`config.mk`:
```
export PLATFORM = sky130hd
export DESIGN_NAME = collision_arbiter_flat
export DESIGN_NICKNAME = d
export VERILOG_FILES = /design/src/rtl/game_pkg.sv /design/src/rtl/collision_arbiter_if.sv /design/src/rtl/rr_priority_pick.sv /design/src/rtl/collision_arbiter.sv /design/src/flat_wrapper.sv
export SDC_FILE = /design/constraint.sdc
export NUM_CORES = 1
export LEC_CHECK = 0
export BUFFER_PORTS_ARGS = -buffer_cell sky130_fd_sc_hd__buf_2
export CORE_ASPECT_RATIO = 0.9
export CORE_MARGIN = 8
export CORE_UTILIZATION = 57
export DETAILED_ROUTE_END_ITERATION = 10
export GPL_ROUTABILITY_DRIVEN = 0
export PLACE_DENSITY = 0.84
export SYNTH_ARGS = -nofsm -noshare
export SYNTH_HDL_FRONTEND = slang
export SYNTH_SLANG_ARGS = --single-unit
```
`constraint.sdc`:
```
create_clock -name clk -period 5.92 [get_ports clk]
set_input_delay 0.296 -clock clk [delete_from_list [all_inputs] [get_ports clk]]
set_output_delay 0.296 -clock clk [all_outputs]
set_load 0.05 [all_outputs]
```
`src/rtl/game_pkg.sv`:
```
// Shared types and constants for the collision arbiter and its neighbours.
package game_pkg;

    typedef enum logic [1:0] {
        ARMED_ST    = 2'd0,
        ISSUE_ST    = 2'd1,
        COOLDOWN_ST = 2'd2
    } arb_state_e;

    localparam int EDGE_BOTTOM = 0;
    localparam int EDGE_RIGHT  = 1;
    localparam int EDGE_TOP    = 2;
    localparam int EDGE_LEFT   = 3;

    localparam int EDGE_W = 4;
    localparam int CNT_W  = 4;

    // Builds a per-source edge code from individual edge flags.
    function automatic logic [EDGE_W-1:0] make_edge(input logic bottom, input logic right,
                                                    input logic top, input logic left);
        logic [EDGE_W-1:0] code;
        code              = '0;
        code[EDGE_BOTTOM] = bottom;
        code[EDGE_RIGHT]  = right;
        code[EDGE_TOP]    = top;
        code[EDGE_LEFT]   = left;
        return code;
    endfunction

endpackage

```
`src/rtl/collision_arbiter_if.sv`:
```
// Bundle between the hit detectors (master) and the collision arbiter (slave).
interface collision_arbiter_if
    import game_pkg::*;
#(
    parameter int NUM_SRC = 4
);
    localparam int IDX_W = $clog2(NUM_SRC);

    logic                      startOfFrame;
    logic                      enable;
    logic [NUM_SRC-1:0]        src_req;
    logic [EDGE_W*NUM_SRC-1:0] src_edge;
    logic                      collision;
    logic [EDGE_W-1:0]         HitEdgeCode;
    logic [IDX_W-1:0]          grant_idx;
    logic [NUM_SRC-1:0]        lost_mask;

    modport master (
        output startOfFrame, enable, src_req, src_edge,
        input  collision, HitEdgeCode, grant_idx, lost_mask
    );

    modport slave (
        input  startOfFrame, enable, src_req, src_edge,
        output collision, HitEdgeCode, grant_idx, lost_mask
    );

endinterface

```
`src/rtl/rr_priority_pick.sv`:
```
// Round-robin pick: rotate requests so ptr_i is bit 0, take the lowest set bit,
// then rotate the chosen offset back to an absolute source index.
module rr_priority_pick #(
    parameter  int NUM_SRC = 4,
    localparam int IDX_W   = $clog2(NUM_SRC)
) (
    input  logic [NUM_SRC-1:0] req_i,
    input  logic [IDX_W-1:0]   ptr_i,
    output logic [IDX_W-1:0]   winner_o,
    output logic               valid_o
);

    logic [NUM_SRC-1:0] req_rot;
    logic [IDX_W-1:0]   offset;

    // NOTE: every variable written in an always_comb gets a default first, so no path leaves it unassigned and no latch is inferred.
    always_comb begin
        req_rot = '0;
        for (int i = 0; i < NUM_SRC; i++) begin
            req_rot[i] = req_i[(i + int'(ptr_i)) % NUM_SRC];
        end
    end

    always_comb begin
        offset  = '0;
        valid_o = |req_rot;
        for (int i = NUM_SRC - 1; i >= 0; i--) begin
            if (req_rot[i]) begin
                offset = IDX_W'(i);
            end
        end
    end

    always_comb begin
        int sum;
        sum = int'(offset) + int'(ptr_i);
        if (sum >= NUM_SRC) begin
            sum = sum - NUM_SRC;
        end
        winner_o = IDX_W'(sum);
    end

endmodule

```
`src/rtl/collision_arbiter.sv`:
```
// Grants one collision per cooldown window to the mover, round-robin among
// simultaneous requesters, and reports which requests were dropped each frame.
module collision_arbiter
    import game_pkg::*;
#(
    parameter int NUM_SRC         = 4,
    parameter int COOLDOWN_FRAMES = 2
) (
    input logic                clk,
    input logic                resetN,
    collision_arbiter_if.slave bus
);

    localparam int IDX_W = $clog2(NUM_SRC);

    arb_state_e         state_q, state_d;
    logic [IDX_W-1:0]   rr_ptr_q, rr_ptr_d;
    logic [CNT_W-1:0]   cnt_q, cnt_d;
    logic [NUM_SRC-1:0] acc_q, acc_d;
    logic [NUM_SRC-1:0] lost_mask_q, lost_mask_d;
    logic               collision_q, collision_d;
    logic [EDGE_W-1:0]  edge_q, edge_d;
    logic [IDX_W-1:0]   grant_idx_q, grant_idx_d;

    logic [IDX_W-1:0]   winner;
    logic               winner_valid;
    logic               grant;
    logic               last_frame;
    logic [NUM_SRC-1:0] lost_this;

    rr_priority_pick #(.NUM_SRC(NUM_SRC)) u_pick (
        .req_i    (bus.src_req),
        .ptr_i    (rr_ptr_q),
        .winner_o (winner),
        .valid_o  (winner_valid)
    );

    assign grant      = (state_q == ARMED_ST) && bus.enable && winner_valid;
    assign last_frame = (state_q == COOLDOWN_ST) && bus.enable && bus.startOfFrame
                        && (cnt_q == CNT_W'(1));

    // NOTE: sequential state is updated with non-blocking assignments so every flop samples pre-edge values.
    always_ff @(posedge clk or negedge resetN) begin
        if (!resetN) begin
            state_q <= ARMED_ST;
        end else begin
            state_q <= state_d;
        end
    end

    always_comb begin
        state_d = state_q;
        case (state_q)
            ARMED_ST:    if (grant) state_d = ISSUE_ST;
            ISSUE_ST:    state_d = bus.enable ? COOLDOWN_ST : ARMED_ST;
            COOLDOWN_ST: if (!bus.enable || last_frame) state_d = ARMED_ST;
            default:     state_d = ARMED_ST;
        endcase
    end

    always_comb begin
        collision_d = grant;
        edge_d      = edge_q;
        grant_idx_d = grant_idx_q;
        rr_ptr_d    = rr_ptr_q;
        cnt_d       = cnt_q;
        lost_this   = '0;

        if (grant) begin
            edge_d      = bus.src_edge[EDGE_W*int'(winner) +: EDGE_W];
            grant_idx_d = winner;
            lost_this   = bus.src_req & ~(NUM_SRC'(1) << winner);
        end

        case (state_q)
            ISSUE_ST: begin
                rr_ptr_d = (grant_idx_q == IDX_W'(NUM_SRC - 1)) ? '0 : grant_idx_q + 1'b1;
                cnt_d    = CNT_W'(COOLDOWN_FRAMES);
            end
            COOLDOWN_ST: begin
                if (!bus.enable) begin
                    cnt_d = '0;
                end else begin
                    lost_this = bus.src_req;
                    if (bus.startOfFrame) cnt_d = cnt_q - 1'b1;
                end
            end
            default: ;
        endcase

        // The frame snapshot takes the accumulator as it stood before this cycle.
        if (bus.startOfFrame) begin
            lost_mask_d = acc_q;
            acc_d       = lost_this;
        end else begin
            lost_mask_d = lost_mask_q;
            acc_d       = acc_q | lost_this;
        end
    end

    always_ff @(posedge clk or negedge resetN) begin
        if (!resetN) begin
            collision_q <= 1'b0;
            edge_q      <= '0;
            grant_idx_q <= '0;
            rr_ptr_q    <= '0;
            cnt_q       <= '0;
            acc_q       <= '0;
            lost_mask_q <= '0;
        end else begin
            collision_q <= collision_d;
            edge_q      <= edge_d;
            grant_idx_q <= grant_idx_d;
            rr_ptr_q    <= rr_ptr_d;
            cnt_q       <= cnt_d;
            acc_q       <= acc_d;
            lost_mask_q <= lost_mask_d;
        end
    end

    assign bus.collision   = collision_q;
    assign bus.HitEdgeCode = edge_q;
    assign bus.grant_idx   = grant_idx_q;
    assign bus.lost_mask   = lost_mask_q;

endmodule
```
`src/flat_wrapper.sv`:
```
// flat-port wrapper written by rule: the top's interface ports become plain ports
module collision_arbiter_flat import game_pkg::*;
#(
    parameter int NUM_SRC         = 4,
    parameter int COOLDOWN_FRAMES = 2
)
  (clk, resetN, bus_startOfFrame, bus_enable, bus_src_req, bus_src_edge, bus_collision, bus_HitEdgeCode, bus_grant_idx, bus_lost_mask);
  collision_arbiter_if #(.NUM_SRC(NUM_SRC)) bus_i ();
  input logic clk;
  input logic resetN;
  input wire logic [$bits(bus_i.startOfFrame)-1:0] bus_startOfFrame;
  input wire logic [$bits(bus_i.enable)-1:0] bus_enable;
  input wire logic [$bits(bus_i.src_req)-1:0] bus_src_req;
  input wire logic [$bits(bus_i.src_edge)-1:0] bus_src_edge;
  output wire logic [$bits(bus_i.collision)-1:0] bus_collision;
  output wire logic [$bits(bus_i.HitEdgeCode)-1:0] bus_HitEdgeCode;
  output wire logic [$bits(bus_i.grant_idx)-1:0] bus_grant_idx;
  output wire logic [$bits(bus_i.lost_mask)-1:0] bus_lost_mask;
  assign bus_i.startOfFrame = bus_startOfFrame;
  assign bus_i.enable = bus_enable;
  assign bus_i.src_req = bus_src_req;
  assign bus_i.src_edge = bus_src_edge;
  assign bus_collision = bus_i.collision;
  assign bus_HitEdgeCode = bus_i.HitEdgeCode;
  assign bus_grant_idx = bus_i.grant_idx;
  assign bus_lost_mask = bus_i.lost_mask;
  collision_arbiter #(.NUM_SRC(NUM_SRC), .COOLDOWN_FRAMES(COOLDOWN_FRAMES)) u_core (.clk(clk), .resetN(resetN), .bus(bus_i));
endmodule
```
==> impl_metrics.xml <==
<?xml version="1.0" encoding="UTF-8"?>
<metrics>
  <group name="outcome">
    <metric name="status" unit="">complete, no violations</metric>
  </group>
  <group name="global_route">
    <metric name="gr-usage-met2" unit="%">27.5</metric>
    <metric name="antenna_found_initial" unit="">0</metric>
    <metric name="grt_util_all_layers" unit="%">16.8</metric>
    <metric name="gr_layer_usage_met1" unit="%">19.3</metric>
    <metric name="wire_length_of_the_first_global_routing_pass" unit="mm">5.82</metric>
    <metric name="grt.busiest_layer" unit="">met2</metric>
    <metric name="grt_util_met3" unit="%">6.36</metric>
    <metric name="grt_max_degree" unit="">24</metric>
    <metric name="globalRouteOverflowTotal" unit="">0</metric>
    <metric name="grt_pass1_vias" unit="">1361</metric>
  </group>
  <group name="synth">
    <metric name="syn_nets" unit="">183</metric>
    <metric name="compound_cell_area_share_of_the_yosys_netlist" unit="%">24.0</metric>
    <metric name="synth_flop_cell" unit="">sky130_fd_sc_hd__dfrtp_1</metric>
    <metric name="ys_top_cells_by_count" unit="">sky130_fd_sc_hd__dfrtp_1 (23), sky130_fd_sc_hd__nand2_1 (19), sky130_fd_sc_hd__inv_1 (10), sky130_fd_sc_hd__nor2b_1 (9), sky130_fd_sc_hd__o21ai_0 (9)</metric>
    <metric name="synth_area" unit="sq mm">0.00143</metric>
    <metric name="synth_warnings" unit="">0</metric>
    <metric name="ys_top_cells_by_area" unit="">sky130_fd_sc_hd__dfrtp_1 (40%), sky130_fd_sc_hd__nand2_1 (5.0%), sky130_fd_sc_hd__a221oi_1 (4.9%)</metric>
    <metric name="synth_seq_area_share" unit="%">40.2</metric>
    <metric name="synth_async_sr_flop_share" unit="%">100</metric>
    <metric name="post_synth_mux_area_share" unit="%">4.98</metric>
    <metric name="yosysTopAreaCell" unit="">sky130_fd_sc_hd__dfrtp_1</metric>
    <metric name="synth_top_area_share" unit="%">40.2</metric>
    <metric name="synthDistinctLibCells" unit="">43</metric>
    <metric name="synthesis.instances" unit="">155</metric>
    <metric name="synth_top_family_by_area" unit="">compound AO/OA/AOI/OAI gates</metric>
    <metric name="synth_most_common_cell" unit="">sky130_fd_sc_hd__dfrtp_1</metric>
    <metric name="synth_area_per_cell" unit="sq um">9.23</metric>
    <metric name="post_synth_and_or_nand_nor_area_fraction" unit="%">19.8</metric>
    <metric name="synth-xor-area-share" unit="%">1.22</metric>
    <metric name="ys_ff_latch" unit="">23</metric>
    <metric name="synth_edf_count" unit="">0</metric>
    <metric name="adder_cell_area_share_of_the_yosys_netlist" unit="%">3.50</metric>
  </group>
  <group name="sta">
    <metric name="holdWs" unit="ns">0.265</metric>
    <metric name="finClkSkew" unit="ns">0.00581</metric>
    <metric name="timing_limited_maximum_frequency" unit="GHz">0.391</metric>
    <metric name="max_slew_margin" unit="%">64.0</metric>
    <metric name="finalWorstPathRequiredPeriod" unit="ns">2.56</metric>
    <metric name="final_cycle_share" unit="%">43.2</metric>
    <metric name="worst_slew_pin_slew" unit="ns">0.541</metric>
    <metric name="drv_slew" unit="">0</metric>
    <metric name="setup-violations-final" unit="">0</metric>
    <metric name="timing_hold_violations_final" unit="">0</metric>
    <metric name="setup_repair_after_global_routing_missed_its_margin" unit="">false</metric>
    <metric name="fin_setup_tns" unit="ns">0</metric>
  </group>
  <group name="cts">
    <metric name="tritoncts" unit="">built</metric>
    <metric name="cts_max_level" unit="">1</metric>
    <metric name="clock_sinks" unit="">23</metric>
    <metric name="post_cts_resized" unit="">0</metric>
    <metric name="ctsLongestPathBuffers" unit="">2</metric>
    <metric name="clkTransAtPathRegs" unit="ns">0.12</metric>
    <metric name="clock_latency" unit="ns">0.31</metric>
    <metric name="ctsRootBufferMaster" unit="">sky130_fd_sc_hd__clkbuf_4</metric>
    <metric name="cts_buffers" unit="">3</metric>
  </group>
  <group name="cells_and_area">
    <metric name="fin_nets" unit="">213</metric>
    <metric name="layout-drive-gt1-share" unit="%">26.6</metric>
    <metric name="synthToLayoutAreaGrowth" unit="%">13.2</metric>
    <metric name="antenna_cells" unit="">0</metric>
  </group>
  <group name="detailed_routing">
    <metric name="post_dr_vias_cell" unit="">6.14</metric>
    <metric name="drt_pre_antenna_iters" unit="">4</metric>
    <metric name="drt_drc_violations_left" unit="">0</metric>
    <metric name="drt-initial-drc-count" unit="">40</metric>
    <metric name="totalWireLength" unit="mm">3.30</metric>
    <metric name="drt.antenna.violating_nets" unit="">0</metric>
    <metric name="dr_total_vias" unit="">1302</metric>
    <metric name="routed_wire_length_per_instance" unit="um">15.6</metric>
  </group>
  <group name="min_path">
    <metric name="worst_min_delay_path_category" unit="">in -&gt; reg</metric>
  </group>
  <group name="floorplanning">
    <metric name="num_io_pins" unit="">35</metric>
    <metric name="floorplan.die.width" unit="um">68.8</metric>
    <metric name="area_inside_the_core_boundary" unit="sq mm">0.00242</metric>
    <metric name="initial_core_util" unit="%">59.0</metric>
    <metric name="die_height" unit="um">63.5</metric>
    <metric name="fp.dieArea" unit="sq mm">0.00437</metric>
    <metric name="num_rows" unit="">17</metric>
  </group>
  <group name="critical_path">
    <metric name="type_of_destination_of_the_critical_path" unit="">flop</metric>
    <metric name="critical_path.startpoint_type" unit="">flop</metric>
    <metric name="criticalPathCategory" unit="">reg -&gt; reg</metric>
    <metric name="crit_arrival" unit="ns">2.73</metric>
    <metric name="cp.required" unit="ns">6.09</metric>
    <metric name="critical_path_peak_fanout" unit="">19</metric>
  </group>
  <group name="placed_design">
    <metric name="place_hpwl" unit="mm">2.58</metric>
    <metric name="port-buffer-count" unit="">34</metric>
  </group>
  <group name="pwr">
    <metric name="power.ir.vdd_worst" unit="mV">0.327</metric>
    <metric name="leakage" unit="nW">0.763</metric>
    <metric name="power_density_over_cell_area" unit="mW/mm^2">513</metric>
  </group>
  <group name="run">
    <metric name="maxCapViolCount" unit="">0</metric>
  </group>
</metrics>
## cell usage in the layout, fill, tap and decap left out, types with 2 or more instances in the layout
cell and count:
sky130_fd_sc_hd__a2111oi_0 4, sky130_fd_sc_hd__a21oi_1 6, sky130_fd_sc_hd__a221oi_1 8, sky130_fd_sc_hd__a32o_1 2
sky130_fd_sc_hd__buf_2 34, sky130_fd_sc_hd__clkbuf_4 3, sky130_fd_sc_hd__dfrtp_1 23, sky130_fd_sc_hd__ha_1 4
sky130_fd_sc_hd__inv_1 10, sky130_fd_sc_hd__mux2_2 5, sky130_fd_sc_hd__nand2_1 19, sky130_fd_sc_hd__nand2b_1 3
sky130_fd_sc_hd__nand3_1 5, sky130_fd_sc_hd__nor2_1 6, sky130_fd_sc_hd__nor2b_1 9, sky130_fd_sc_hd__nor3_1 3
sky130_fd_sc_hd__nor3b_1 3, sky130_fd_sc_hd__o21ai_0 9, sky130_fd_sc_hd__o31ai_1 5
## metrics by stage
step	instances	power (mW)	instance area (sq um)	setup slack [ns]	utilization, %
3_3_place_gp	207	0.736	1580	3.49	65.3
5_1_grt	212	0.898	1620	3.10	66.8
2_1_floorplan	155	0.658	1430	3.78	-
6_report	212	0.831	1620	3.36	66.8
4_1_cts	212	0.831	1620	3.38	66.8
3_5_place_dp	207	0.760	1580	3.41	65.3
## kinds of logic (layout without fill, tap and decap cells)
kind of cell | Yosys count | count (layout)
fa+ha+maj | 4 | 4
buf+inv | 20 | 49
compound gates | 46 | 46
simple gates | 54 | 54
flops | 23 | 23
xor+xnor | 2 | 2
mux | 6 | 6
## final timing paths
| check | startpoint | endpoint | slack (ns) | cells past startpoint |
|---|---|---|---|---|
| max reg2reg | u_core.rr_ptr_q[0] | u_core.acc_q[1] | 3.36 | 7 |
| max | u_core.rr_ptr_q[0] | u_core.acc_q[1] | 3.36 | 7 |
| min in group asynchronous | resetN | u_core.rr_ptr_q[1] | 0.47 | 2 |
| max in group asynchronous | resetN | u_core.rr_ptr_q[0] | 5.11 | 2 |
| min reg2reg | u_core.bus.HitEdgeCode[1] | u_core.bus.HitEdgeCode[1] | 0.50 | 2 |
| min | bus_enable | u_core.cnt_q[1] | 0.26 | 2 |
## power by group
| part | internal [mW] | leakage [nW] | total, mW | switching [mW] |
|---|---|---|---|---|
| clock | 0.0263 | 0.0150 | 0.0709 | 0.0445 |
| combinational | 0.166 | 0.462 | 0.488 | 0.322 |
| sequential | 0.214 | 0.285 | 0.272 | 0.0578 |
| total | 0.406 | 0.763 | 0.831 | 0.425 |
## area by class of cell
cell class	instances	area, sq um
clock buffer	4	26.3
fill	210	805
inverter	10	37.5
multi-input combinational	112	766
sequential	23	576
tap	28	35.0
timing repair buffer	35	180
## flip-flops by register name, indices dropped and copies added, names as in the netlist
signal                  count
u_core.acc_q                4
u_core.cnt_q                4
u_core.bus.grant_idx        2
u_core.rr_ptr_q             2
u_core.bus.HitEdgeCode      4
u_core.bus.lost_mask        4
u_core.bus.collision        1
u_core.state_q              2
## layer usage
layer  up-vias  routed length (um)
met5         -                   0
li1        623                   -
met1       619                1370
met2        53                1590
met4         0                  49
met3         7                 300
## critical path, cell delays in order, from the launching register on
cell	delay, ns
sky130_fd_sc_hd__dfrtp_1	0.56
sky130_fd_sc_hd__nor2_1	0.10
sky130_fd_sc_hd__a221oi_1	0.31
sky130_fd_sc_hd__o21ai_0	0.12
sky130_fd_sc_hd__ha_1	0.64
sky130_fd_sc_hd__nand2_1	0.13
sky130_fd_sc_hd__o311ai_0	0.39
sky130_fd_sc_hd__o21ai_0	0.16
## timing repair
action / CTS / global route
endpoints found under the hold margin: 23 / 0
buffers inserted: 0 / 0
hold buffers: 1 / 0
Note: power is estimated with default switching activity, not from simulation.
